## src/rtl/matadd_pkg.sv

```systemverilog
// Shared types and helpers for the matrix-adder requester.
package matadd_pkg;

    localparam int unsigned EW = 32;

    typedef enum logic [2:0] {
        ST_LOAD_A,
        ST_LOAD_B,
        ST_REQ,
        ST_ACK,
        ST_UNLOAD
    } state_e;

    // Bit offset of element k inside a packed operand bus.
    function automatic int unsigned elem_lsb(input int unsigned k);
        return EW * k;
    endfunction

    function automatic int unsigned idx_width(input int unsigned nn);
        return (nn > 1) ? $clog2(nn) : 1;
    endfunction

endpackage

```

## src/rtl/matadd_elem_counter.sv

```systemverilog
// Element index counter shared by the load and unload phases; wraps after element N*N-1.
module matadd_elem_counter
    import matadd_pkg::*;
#(
    parameter int unsigned N  = 2,
    parameter int unsigned IW = idx_width(N * N)
) (
    input  logic          clk,
    input  logic          rst_n,
    input  logic          clear_i,
    input  logic          inc_i,
    output logic [IW-1:0] idx_o,
    output logic [IW-1:0] idx_nxt_c_o,
    output logic          last_c_o
);

    localparam int unsigned NN = N * N;

    logic [IW-1:0] idx_q, idx_d;

    assign last_c_o    = (idx_q == IW'(NN - 1));
    assign idx_o       = idx_q;
    assign idx_nxt_c_o = idx_d;

    always_comb begin
        idx_d = idx_q;
        if (clear_i) begin
            idx_d = '0;
        end else if (inc_i) begin
            idx_d = last_c_o ? '0 : idx_q + IW'(1);
        end
    end

    always_ff @(posedge clk or negedge rst_n) begin
        if (!rst_n) idx_q <= '0;
        else        idx_q <= idx_d;
    end

endmodule

```

## src/rtl/matadd_requester.sv

```systemverilog
// Initiator for the matrix-adder strobe/ready/ack handshake: streams A and B in, results out.
// Optional REQ watchdog with err_o output when MATADD_TIMEOUT_EN is defined.
module matadd_requester
    import matadd_pkg::*;
#(
    parameter int unsigned N = 2
`ifdef MATADD_TIMEOUT_EN
    , parameter int unsigned TIMEOUT_CYCLES = 1024
`endif
) (
    input  logic              clk,
    input  logic              rst_n,
    input  logic              in_valid_i,
    output logic              in_ready_o,
    input  logic [EW-1:0]     in_data_i,
    output logic              out_valid_o,
    input  logic              out_ready_i,
    output logic [EW-1:0]     out_data_o,
    output logic              a_stb_o,
    output logic              b_stb_o,
    output logic [EW*N*N-1:0] a_o,
    output logic [EW*N*N-1:0] b_o,
    input  logic              result_ready_i,
    output logic              result_ack_o,
    input  logic [EW*N*N-1:0] result_i,
    output logic              busy_o
`ifdef MATADD_TIMEOUT_EN
    , output logic            err_o
`endif
);

    localparam int unsigned NN = N * N;
    localparam int unsigned IW = idx_width(NN);
    localparam int unsigned BW = EW * NN;

    state_e        state_q, state_d;
    logic [BW-1:0] a_q, a_d, b_q, b_d, res_q, res_d;
    logic [EW-1:0] out_data_q, out_data_d;
    logic          in_ready_q, in_ready_d, stb_q, stb_d, ack_q, ack_d;
    logic          out_valid_q, out_valid_d, busy_q, busy_d;
    logic          cnt_clear, cnt_inc, cnt_last;
    logic [IW-1:0] cnt_idx, cnt_nxt;

`ifdef MATADD_TIMEOUT_EN
    localparam int unsigned TW = $clog2(TIMEOUT_CYCLES + 1);
    logic [TW-1:0] to_q, to_d;
    logic          err_q, err_d;
`endif

    matadd_elem_counter #(
        .N  (N),
        .IW (IW)
    ) u_cnt (
        .clk         (clk),
        .rst_n       (rst_n),
        .clear_i     (cnt_clear),
        .inc_i       (cnt_inc),
        .idx_o       (cnt_idx),
        .idx_nxt_c_o (cnt_nxt),
        .last_c_o    (cnt_last)
    );

    // Next state, operand/result capture and index control.
    always_comb begin
        state_d   = state_q;
        a_d       = a_q;
        b_d       = b_q;
        res_d     = res_q;
        cnt_inc   = 1'b0;
        cnt_clear = (state_q == ST_REQ) || (state_q == ST_ACK);
`ifdef MATADD_TIMEOUT_EN
        err_d     = 1'b0;
`endif
        case (state_q)
            ST_LOAD_A: begin
                if (in_valid_i && in_ready_q) begin
                    a_d[elem_lsb(32'(cnt_idx)) +: EW] = in_data_i;
                    cnt_inc = 1'b1;
                    if (cnt_last) state_d = ST_LOAD_B;
                end
            end
            ST_LOAD_B: begin
                if (in_valid_i && in_ready_q) begin
                    b_d[elem_lsb(32'(cnt_idx)) +: EW] = in_data_i;
                    cnt_inc = 1'b1;
                    if (cnt_last) state_d = ST_REQ;
                end
            end
            ST_REQ: begin
                if (result_ready_i) begin
                    res_d   = result_i;
                    state_d = ST_ACK;
                end
`ifdef MATADD_TIMEOUT_EN
                else if (to_q == TW'(TIMEOUT_CYCLES - 1)) begin
                    state_d = ST_LOAD_A;
                    err_d   = 1'b1;
                end
`endif
            end
            ST_ACK: begin
                if (!result_ready_i) state_d = ST_UNLOAD;
            end
            ST_UNLOAD: begin
                if (out_ready_i) begin
                    cnt_inc = 1'b1;
                    if (cnt_last) state_d = ST_LOAD_A;
                end
            end
            default: state_d = ST_LOAD_A;
        endcase
`ifdef MATADD_TIMEOUT_EN
        to_d = ((state_q == ST_REQ) && (state_d == ST_REQ)) ? to_q + TW'(1) : '0;
`endif
    end

    // Registered outputs follow the state being entered.
    always_comb begin
        in_ready_d  = (state_d == ST_LOAD_A) || (state_d == ST_LOAD_B);
        stb_d       = (state_d == ST_REQ);
        ack_d       = (state_d == ST_ACK);
        out_valid_d = (state_d == ST_UNLOAD);
        busy_d      = !((state_d == ST_LOAD_A) && (cnt_nxt == '0));
        out_data_d  = out_data_q;
        if (state_d == ST_UNLOAD) out_data_d = res_d[elem_lsb(32'(cnt_nxt)) +: EW];
    end

    always_ff @(posedge clk or negedge rst_n) begin
        if (!rst_n) begin
            state_q     <= ST_LOAD_A;
            a_q         <= '0;
            b_q         <= '0;
            res_q       <= '0;
            out_data_q  <= '0;
            in_ready_q  <= 1'b0;
            stb_q       <= 1'b0;
            ack_q       <= 1'b0;
            out_valid_q <= 1'b0;
            busy_q      <= 1'b0;
        end else begin
            state_q     <= state_d;
            a_q         <= a_d;
            b_q         <= b_d;
            res_q       <= res_d;
            out_data_q  <= out_data_d;
            in_ready_q  <= in_ready_d;
            stb_q       <= stb_d;
            ack_q       <= ack_d;
            out_valid_q <= out_valid_d;
            busy_q      <= busy_d;
        end
    end

`ifdef MATADD_TIMEOUT_EN
    always_ff @(posedge clk or negedge rst_n) begin
        if (!rst_n) begin
            to_q  <= '0;
            err_q <= 1'b0;
        end else begin
            to_q  <= to_d;
            err_q <= err_d;
        end
    end

    assign err_o = err_q;
`endif

    assign in_ready_o   = in_ready_q;
    assign a_stb_o      = stb_q;
    assign b_stb_o      = stb_q;
    assign result_ack_o = ack_q;
    assign out_valid_o  = out_valid_q;
    assign out_data_o   = out_data_q;
    assign busy_o       = busy_q;
    assign a_o          = a_q;
    assign b_o          = b_q;

endmodule

```

## config.mk

```make
export PLATFORM = sky130hd
export DESIGN_NAME = matadd_requester
export DESIGN_NICKNAME = d
export VERILOG_FILES = /design/src/rtl/matadd_pkg.sv /design/src/rtl/matadd_elem_counter.sv /design/src/rtl/matadd_requester.sv
export SDC_FILE = /design/constraint.sdc
export NUM_CORES = 1
export LEC_CHECK = 0
export BUFFER_PORTS_ARGS = -buffer_cell sky130_fd_sc_hd__buf_2
export CORE_MARGIN = 2
export CORE_UTILIZATION = 57
export CTS_CLUSTER_SIZE = 24
export DETAILED_ROUTE_END_ITERATION = 10
export PLACE_DENSITY = 0.89
export SYNTH_ARGS = -nofsm -noshare
export SYNTH_HDL_FRONTEND = slang
export SYNTH_HIERARCHICAL = 1
export SYNTH_SLANG_ARGS = --single-unit
```

## constraint.sdc

```tcl
create_clock -name clk -period 5.7 [get_ports clk]
set_input_delay 0.855 -clock clk [delete_from_list [all_inputs] [get_ports clk]]
set_output_delay 0.855 -clock clk [all_outputs]
set_load 0.02 [all_outputs]
```

==> flow_summary_export.csv <==
group,metric,value,unit
power,p_per_area,610,mW/mm^2
route,drcViolationCount,0,
floorplanning,core.rowCount,63,
final_layout,final_cells,2328,
global_routing,grtUsageMet3,0.0876,
sta,layout_setup_ws,2190,ps
sta,hold_violations,0,
worst_setup_path,worstSetupStartpointType,"register",
floorplanning,initial_utilization,0.582,
power,clkPwrFrac,0.221,
clock_tree,cts_hold_buf,0,
logic_synthesis,synth_seq_cells,426,
logic_synthesis,synth_area_leaders,"dfrtp_1, mux2_2, nand2_1",
hold_path,min_path_type,"in2async",
worst_setup_path,rrSetupSlack,2190,ps
final_layout,drive_gt1_frac,0.391,
sta,fin_skew,15.6,ps
sta,drv_slew,0,
clock_tree,cts_tree,"built",
sta,timing.final.crit_share,0.615,
sta,maxSlewHeadroom,0.150,
clock_tree,numCtsBuffers,43,
logic_synthesis,synth-edff-count,0,
sta,rsz0062_at_grt,"false",
worst_setup_path,path_class,"reg2reg",
final_layout,fillers,1904,
clock_tree,cts_setup_buffers,0,
logic_synthesis,yosysTopAreaCell,"dfrtp_1",
power,seq_power_share,0.381,
sta,finalCriticalPeriod,3510,ps
logic_synthesis,synth_flop_cell,"dfrtp_1",
worst_setup_path,critPathCaptureType,"register",
clock_tree,cts-root-buf,"clkbuf_16",
global_routing,grt.busiest_layer,"met2",
final_layout,fin_area,0.0214,sq mm
place,gp_congestion,0.871,
global_routing,grt_pass1_vias,14028,
place,dp_cells,2242,
route,firstDrtPassIters,5,
place,place_area,0.0199,sq mm
logic_synthesis,synth_nets,1645,
logic_synthesis,netlist_area,0.0173,sq mm
logic_synthesis,synth_seq_area_share,0.615,
power,ir_worst_vdd,0.369,mV
global_routing,grtUsageMet1,0.394,
global_routing,grt_use_total,0.324,
power,combPwrFrac,0.398,
sta,max_freq,285,MHz
clock_tree,clock_latency,530,ps
worst_setup_path,rr_worst_depth,4,
floorplanning,dieArea,0.0318,sq mm
clock_tree,clkSlewWorstSetupHoldPaths,60,ps
logic_synthesis,ys_async_sr_fraction,1.00,
clock_tree,cts_max_level,2,
sta,finalSetupViolations,0,
power,p_switching,5.09,mW
route,wl_per_cell,22.2,um
sta,tightest_slew,1270,ps
logic_synthesis,syn_avg_cell_area,11.8,sq um
global_routing,antenna_found_initial,11,
global_routing,use_met2,0.540,
floorplanning,die_x,178,um
worst_setup_path,critical_path.max_fanout,40,
final_layout,regArea,0.0107,sq mm
place,place_ws,1930,ps
floorplanning,core_area,0.0298,sq mm
worst_setup_path,reg2reg_to,"a_o[124]$_DFFE_PN0P_",
logic_synthesis,synth_top_area_share,0.615,
route,ant_nets,0,
power,p_leak,10.8,nW
final_layout,nNetsFinal,2068,
route,totalWireLength,51.6,mm
route,drtIter0Drc,1247,
final_layout,synthToLayoutAreaGrowth,23.5,%
worst_setup_path,timing.rr.start,"state_q[2]$_DFF_PN0_",
run_status,status,"complete, no violations",
logic_synthesis,synth_warnings,6,
global_routing,gr-total-overflow,0,
clock_tree,post_cts_resized,0,
route,viasPerCell,5.90,
place,dp_hpwl,34.2,mm
place,portBuffers,458,
worst_setup_path,required,6110,ps
floorplanning,die_y,178,um
worst_setup_path,crit_arrival,3910,ps
flow_run,maxCapViolCount,0,
final_layout,multi_input_area,0.00626,sq mm
clock_tree,cts.sinks,426,
sta,setup_tns,0,ps
power,p_int,7.96,mW
power,swShare,0.390,
global_routing,grt_max_degree,153,
logic_synthesis,synthesis.instances,1474,
global_routing,grt_pass1_wl,78.8,mm
logic_synthesis,netlist-cell-type-count,32,
route,num_vias,13727,
clock_tree,cts_buffer_depth,3,
floorplanning,num_io_pins,459,
-- sequential cells by signal (all words and copies together), names as in the netlist --
register      cells
result_ack_o      1
out_data_o       32
a_stb_o           1
state_q           3
out_valid_o       1
busy_o            1
u_cnt/idx_o       2
in_ready_o        1
a_o             128
b_o             128
res_q           128
-- metrics by stage --
stage,power [mW],hold WS (ps),util
final,13.1,347,0.718
after global routing,13.7,417,0.718
after CTS,13.0,360,0.718
after detailed placement,10.1,465,0.669
after global placement,9.82,456,0.669
after floorplan,8.18,465,-
-- per-layer routing --
metal | routed length, um | up-vias
met1 | 18500 | 6776
met5 | 28 | -
met3 | 5330 | 186
li1 | - | 5953
met4 | 2650 | 6
met2 | 25100 | 806
-- cells in the mapped netlist, types with 2 or more instances --
cell type / count
inv_1: 6
buf_2: 5
buf_4: 11
nor3_1: 2
o21ai_0: 256
nand3_1: 5
ha_1: 6
nor2_1: 7
nor3b_1: 3
and3_1: 32
mux2_2: 137
dfrtp_1: 426
nand2_1: 386
a221o_1: 32
nand3b_1: 4
nor4bb_1: 2
mux2_4: 23
clkbuf_1: 80
mux4_2: 32
buf_6: 5
nand2b_1: 2
a211oi_1: 2
-- critical path, stage by stage, from the launching register on --
cell	delay, ps
dfrtp_1	500
nor4bb_2	1050
nand3b_1	940
buf_4	560
o21ai_0	330
-- layout by cell type (no fill, tap or decap), types with 18 or more instances in the layout --
cell type	n
a221o_1	32
clkbuf_16	45
and3_1	32
mux2_2	137
buf_4	18
dfrtp_1	426
mux2_4	23
nand2_1	386
mux4_2	32
buf_2	457
o21ai_0	256
-- worst max-delay path by stage --
stage | start | to | cells after the start
2_1_floorplan | in_valid_i | out_data_o[16]$_DFFE_PN0N_ | 10
3_3_place_gp | in_valid_i | a_o[49]$_DFFE_PN0P_ | 6
3_5_place_dp | in_valid_i | a_o[111]$_DFFE_PN0P_ | 6
4_1_cts | state_q[2]$_DFF_PN0_ | a_o[61]$_DFFE_PN0P_ | 5
5_1_grt | state_q[2]$_DFF_PN0_ | a_o[59]$_DFFE_PN0P_ | 5
6_report | state_q[2]$_DFF_PN0_ | a_o[124]$_DFFE_PN0P_ | 4
-- cell families (layout without fill, tap and decap cells) --
group                      Yosys count  count (layout)  share of synthesized area
xor gates and xnor gates             1               1                   0.000505
and+or+nand+nor                    446             446                      0.105
buffers and inverters              108             565                     0.0283
muxes                              193             193                      0.151
adders and majority gates            6               6                    0.00433
other                                0               7                          0
AOI/OAI and AO/OA                  294             294                     0.0956
DFF                                426             426                      0.615
-- area by class of cell --
class,count,share of cell area
Multi-Input combinational cell,940,0.293
Tap cell,390,0.0228
Clock inverter,15,0.00702
Antenna cell,7,0.000819
Clock buffer,64,0.0606
Sequential cell,426,0.498
Inverter,7,0.00123
Timing Repair Buffer,479,0.117
-- power groups by stage --
stage	sequential (mW)	clock, mW	combinational [mW]
final	4.98	2.88	5.19
after global routing	5.10	3.03	5.58
after CTS	4.96	2.92	5.17
after detailed placement	4.97	0	5.11
after global placement	4.90	0	4.92
after floorplan	5.81	0	2.37
Power figures use the tool's default switching activity.
